## src/rtl/apb_pkg.sv

```systemverilog
// Shared definitions for the APB multi-slave block: the transfer FSM state
// encoding and the default parameter values used by the top and the slave memories.
package apb_pkg;

   localparam int NUM_SLV_DEF   = 4;
   localparam int DATA_W_DEF    = 32;
   localparam int ADDR_W_DEF    = 32;
   localparam int MEM_DEPTH_DEF = 16;
   localparam int WAIT_W_DEF    = 3;

   typedef enum logic [1:0] {
      IDLE   = 2'd0,
      SETUP  = 2'd1,
      ACCESS = 2'd2
   } apb_state_e;

endpackage

```

## src/rtl/apb_slv_mem.sv

```systemverilog
// One slave's word storage: register array with byte-strobe writes, a
// combinational read port and a synchronous clear on reset.
module apb_slv_mem
   import apb_pkg::*;
#(
   parameter int DATA_W    = DATA_W_DEF,
   parameter int MEM_DEPTH = MEM_DEPTH_DEF
) (
   input  logic                         clk,
   input  logic                         resetn,
   input  logic                         we,
   input  logic [$clog2(MEM_DEPTH)-1:0] addr,
   input  logic [DATA_W-1:0]            wdata,
   input  logic [DATA_W/8-1:0]          strb,
   output logic [DATA_W-1:0]            rdata
);

   logic [DATA_W-1:0] mem [MEM_DEPTH];

   // Reset wipes every word so reads after reset return zero.
   always_ff @(posedge clk) begin
      if (!resetn) begin
         for (int i = 0; i < MEM_DEPTH; i++) begin
            mem[i] <= '0;
         end
      end else if (we) begin
         for (int b = 0; b < DATA_W/8; b++) begin
            if (strb[b]) begin
               mem[addr][b*8 +: 8] <= wdata[b*8 +: 8];
            end
         end
      end
   end

   assign rdata = mem[addr];

endmodule

```

## src/rtl/apb_multi_slave.sv

```systemverilog
// APB front end serving NUM_SLV independent slave memories: transfer FSM,
// per-slave programmable wait states, error decode and abort handling.
module apb_multi_slave
   import apb_pkg::*;
#(
   parameter int NUM_SLV   = NUM_SLV_DEF,
   parameter int DATA_W    = DATA_W_DEF,
   parameter int ADDR_W    = ADDR_W_DEF,
   parameter int MEM_DEPTH = MEM_DEPTH_DEF,
   parameter int WAIT_W    = WAIT_W_DEF
) (
   input  logic                      CLK,
   input  logic                      PRESETn,
   input  logic [NUM_SLV-1:0]        PSEL,
   input  logic                      PENABLE,
   input  logic                      PWRITE,
   input  logic [ADDR_W-1:0]         PADDR,
   input  logic [DATA_W-1:0]         PWDATA,
   input  logic [DATA_W/8-1:0]       PSTRB,
   input  logic [NUM_SLV*WAIT_W-1:0] WAIT_CFG,
   output logic [DATA_W-1:0]         PRDATA,
   output logic                      PREADY,
   output logic                      PSLVERR
);

   localparam int AW     = $clog2(MEM_DEPTH);
   localparam int IDX_W  = (NUM_SLV > 1) ? $clog2(NUM_SLV) : 1;
   localparam int STRB_W = DATA_W/8;

   apb_state_e state, state_nxt;

   logic [IDX_W-1:0]   sel_idx;
   logic [IDX_W-1:0]   idx_q;
   logic [NUM_SLV-1:0] psel_q;
   logic [AW-1:0]      word_q;
   logic               write_q;
   logic               err_q;
   logic [DATA_W-1:0]  wdata_q;
   logic [STRB_W-1:0]  strb_q;
   logic [WAIT_W-1:0]  wcnt;

   logic setup_req;
   logic addr_err;
   logic ready;
   logic abort;

   logic [DATA_W-1:0] slv_rdata [NUM_SLV];

   assign setup_req = (|PSEL) && !PENABLE;
   assign addr_err  = (PADDR[1:0] != 2'b00) || ((PADDR >> (AW + 2)) != '0);
   assign ready     = (state == ACCESS) && (wcnt == '0);
   assign abort     = (state == ACCESS) && (wcnt != '0) && ((PSEL != psel_q) || !PENABLE);

   // Lowest set PSEL bit; only meaningful when PSEL is one-hot, otherwise the
   // transfer is flagged as an error and never touches memory.
   always_comb begin
      sel_idx = '0;
      for (int i = NUM_SLV - 1; i >= 0; i--) begin
         if (PSEL[i]) begin
            sel_idx = IDX_W'(i);
         end
      end
   end

   always_comb begin
      state_nxt = state;
      case (state)
         IDLE:    if (setup_req) state_nxt = SETUP;
         SETUP:   state_nxt = ACCESS;
         ACCESS: begin
            if (ready) begin
               state_nxt = setup_req ? SETUP : IDLE;
            end else if (abort) begin
               state_nxt = IDLE;
            end
         end
         default: state_nxt = IDLE;
      endcase
   end

   // Transfer context is captured on entry to SETUP so later WAIT_CFG or bus
   // changes cannot disturb a transfer already in flight.
   always_ff @(posedge CLK) begin
      if (!PRESETn) begin
         state   <= IDLE;
         wcnt    <= '0;
         idx_q   <= '0;
         psel_q  <= '0;
         word_q  <= '0;
         write_q <= 1'b0;
         err_q   <= 1'b0;
         wdata_q <= '0;
         strb_q  <= '0;
      end else begin
         state <= state_nxt;
         if (state_nxt == SETUP) begin
            idx_q   <= sel_idx;
            psel_q  <= PSEL;
            word_q  <= PADDR[AW+1:2];
            write_q <= PWRITE;
            err_q   <= !$onehot(PSEL) || addr_err;
            wdata_q <= PWDATA;
            strb_q  <= PSTRB;
            wcnt    <= WAIT_CFG[sel_idx*WAIT_W +: WAIT_W];
         end else if ((state == ACCESS) && (wcnt != '0)) begin
            wcnt <= wcnt - WAIT_W'(1);
         end
      end
   end

   for (genvar g = 0; g < NUM_SLV; g++) begin : g_slv
      apb_slv_mem #(
         .DATA_W    (DATA_W),
         .MEM_DEPTH (MEM_DEPTH)
      ) u_mem (
         .clk    (CLK),
         .resetn (PRESETn),
         .we     (ready && write_q && !err_q && (idx_q == IDX_W'(g))),
         .addr   (word_q),
         .wdata  (wdata_q),
         .strb   (strb_q),
         .rdata  (slv_rdata[g])
      );
   end

   assign PREADY  = ready;
   assign PSLVERR = ready && err_q;
   assign PRDATA  = (ready && !write_q && !err_q) ? slv_rdata[idx_q] : '0;

endmodule
```

## config.mk

```make
export PLATFORM = sky130hd
export DESIGN_NAME = apb_multi_slave
export DESIGN_NICKNAME = d
export VERILOG_FILES = /design/src/rtl/apb_pkg.sv /design/src/rtl/apb_slv_mem.sv /design/src/rtl/apb_multi_slave.sv
export SDC_FILE = /design/constraint.sdc
export NUM_CORES = 2
export LEC_CHECK = 0
export BUFFER_PORTS_ARGS = -buffer_cell sky130_fd_sc_hd__buf_2
export CORE_ASPECT_RATIO = 0.7
export CORE_UTILIZATION = 39
export DETAILED_ROUTE_END_ITERATION = 10
export HOLD_SLACK_MARGIN = 0.12
export MAX_ROUTING_LAYER = met4
export PLACE_DENSITY = 0.59
export REMOVE_ABC_BUFFERS = 1
export SLEW_MARGIN = 40
export SYNTH_ARGS = -nofsm -noshare
export SYNTH_HDL_FRONTEND = slang
export SYNTH_SLANG_ARGS = --single-unit
export TNS_END_PERCENT = 30
```

## constraint.sdc

```tcl
create_clock -name CLK -period 6.1 [get_ports CLK]
set_input_delay 0.305 -clock CLK [delete_from_list [all_inputs] [get_ports CLK]]
set_output_delay 0.305 -clock CLK [all_outputs]
set_load 0.03 [all_outputs]
```

==> impl_metrics.tcl <==
set metrics [dict create \
    status "finished clean" \
    ys_ff_latch 2105 \
    synthArstFlopShare 0 \
    cellPowerDensity_nw_per_um2 289 \
    synth_top_area_cell "edfxtp_1" \
    cp-end-kind "primary output" \
    skew_ps 42.9 \
    min_to "wdata_q[2]" \
    finalCriticalPeriod_ps 5040 \
    placed_cell_area_sq_um 103000 \
    cts_hold_buf 57 \
    fmax_ghz 0.198 \
    row_count 153 \
    ir_drop_mv 0.207 \
    worst_pin_slew_ps 932 \
    die_y_um 420 \
    yosysMostFrequentCell "and2_1" \
    firstDrtPassIters 8 \
    fin_area_sq_um 110000 \
    drc 0 \
    ys_types 50 \
    max_cap_violations 0 \
    min_from "PWDATA[2]" \
    wire_per_inst_um 27.6 \
    yosysWarnings 0 \
    path_depth 8 \
    synth_common_cells "2050 x and2_1, 2048 x edfxtp_1, 428 x clkbuf_1" \
    syn_area_per_cell_sq_um 14.3 \
    post-place-ws_ps 2000 \
    hold_depth 4 \
    synthCells 6810 \
    synth_edf_count 2048 \
    cts-resized-gates 0 \
    fin_crit_sh 0.826 \
    drt-initial-drc-count 7605 \
    finalSetupViolations 0 \
    grt_pass1_vias 55910 \
    crit_top_cell "buf_4" \
    timing.final.ws_setup_ps 1060 \
    grt_antenna_before_repair 5 \
    core_area_sq_um 248000 \
    start_util 0.392 \
    hold_path_class "primary input to flop" \
    r2r_end "g_slv[3].u_mem.mem[2][24]" \
    leakagePower_nw 38.1 \
    critPathKind "flop to primary output" \
    dp_hpwl_um 185000 \
    via_count 58243 \
    cts_setup_buffers 0 \
    clock_latency_ps 890 \
    postRouteAntennaNets 0 \
    root_buffer "clkbuf_16" \
    cp_cell_sequence "buf_4 > buf_4 > mux4_2 > nand2_1 > and3_1 > a211oi_1 > or4_1 > buf_2" \
    cpPeakStageDelay_ps 770 \
    rsz0062_at_grt "false" \
    clock-sinks 2105 \
    grt_use_total 0.233 \
    cts_made_buffers 206 \
    htreeDepth 4 \
    synth.area.top_cells "edfxtp_1 63%, and2_1 13%, mux4_2 9.0%" \
    dieWidth_um 599 \
    gp_congestion 0.865 \
    fillers 21955 \
    grt_pass1_wl_um 413000 \
    reg2reg_from "wcnt[0]" \
    r2r_cells 8 \
    syn_area_sq_um 97300 \
    ios 122 \
    layout.nets 6995 \
    clk_pin_slew_ps 60 \
    ys_seq_area_frac 0.644 \
    slew_headroom 0.378 \
    vias_per_cell 5.60 \
    portBuffers 121 \
    crit_slowest_cell "dfxtp_4" \
    startpoint_type "flop" \
    cp_top_family "buffers and inverters" \
    drive_above_1_share 0.164 \
    synthFlopType "edfxtp_1" \
    areaGrowthSynthToFinish_pct 12.7 \
    required_ps 5790 \
    die_area_sq_um 252000 \
    r2r_setup_slack_ps 2410 \
    synth_top_area_frac 0.632 \
    cts_tree "built" \
    slew_violations 0 \
    worstPathArrival_ps 4740 \
    finalHoldViolations 0 \
    crit_buf_inv 3 \
    grt_max_degree 116 \
    wirelength_um 287000 \
    crit_path_max_fanout 47 \
    grt_overflow_total 0 \
    clock_path_buffers 4 \
]
## routing by layer
metal,vias up,wire length (um),track usage
li1,25273,-,-
met1,29991,128000,0.342
met2,2604,128000,0.342
met3,375,24000,0.0366
met4,0,6800,0.0501
met5,-,0,-
## placed cells by master (no fill, tap or decap), drive strengths merged, types with 17 or more instances in the layout
cell type / synthesis / routed
nand2: 225 / 225
a221o: 17 / 17
a21oi: 96 / 96
or4: 29 / 29
nor2: 293 / 293
mux2i: 291 / 291
buf: 151 / 403
dlygate4sd3: 0 / 57
clkbuf: 428 / 254
o21ai: 285 / 285
a211oi: 42 / 42
clkinv: 1 / 82
and2: 2050 / 2050
a22oi: 86 / 86
edfxtp: 2048 / 2048
nor2b: 27 / 27
inv: 17 / 23
a221oi: 110 / 110
mux4: 390 / 390
bufinv: 0 / 17
o221ai: 25 / 25
nand3: 24 / 24
and3: 19 / 19
dfxtp: 57 / 57
## tightest hold or removal path, cell delays in order
cell	delay, ps
dlygate4sd3_1	530
buf_2	120
nand2_1	50
a21oi_1	50
## worst max path at each step
stage          startpoint          to
5_1_grt              flop  PRDATA[13]
3_3_place_gp         flop  PRDATA[21]
2_1_floorplan        flop  PRDATA[27]
4_1_cts              flop  PRDATA[14]
6_report             flop  PRDATA[13]
3_5_place_dp         flop  PRDATA[10]
## state kept, by name, summed over array words and instances (netlist names), named ones only
register and count:
state 2, g_slv.u_mem.mem 2048, word_q 4, err_q 1
write_q 1, strb_q 4, wcnt 3, wdata_q 32
idx_q 2, psel_q 4
## layout make-up
class	instances	area [sq um]	area share
sequential	2105	62800	0.572
antenna	6	15.0	0.000137
tap	3332	4170	0.0380
inverter	18	72.6	0.000662
clock inverter	114	1010	0.00925
timing repair buffer	462	3950	0.0361
clock buffer	252	5390	0.0492
multi-input combinational	4108	32300	0.294
## per-stage QoR
stage               TNS, ps  cells  power [mW]  utilization  hold WS [ps]
floorplan           -617990   6231        18.7            -           437
global placement          0   9932        19.2        0.410           451
detailed placement        0   9965        19.3        0.413           460
CTS                       0  10388        31.8        0.441           171
global route              0  10391        32.5        0.442           211
finish                    0  10397        31.7        0.442           208
## where the power goes
group	internal (mW)	switching [mW]	leakage (nW)
combinational	0.848	1.55	13.2
sequential	16.3	0.318	21.7
clock	6.99	5.66	3.13
## cell families (layout without fill, tap and decap cells)
group | after synthesis | after routing | share of synthesized area
buf+inv | 597 | 846 | 0.0265
mux | 681 | 681 | 0.120
flops | 2105 | 2105 | 0.644
other cells | 0 | 6 | 0
compound gates | 702 | 702 | 0.0468
fa+ha+maj | 6 | 6 | 0.000849
xor+xnor | 6 | 6 | 0.000540
simple gates | 2713 | 2713 | 0.161
Note: power is estimated with default switching activity, not from simulation.
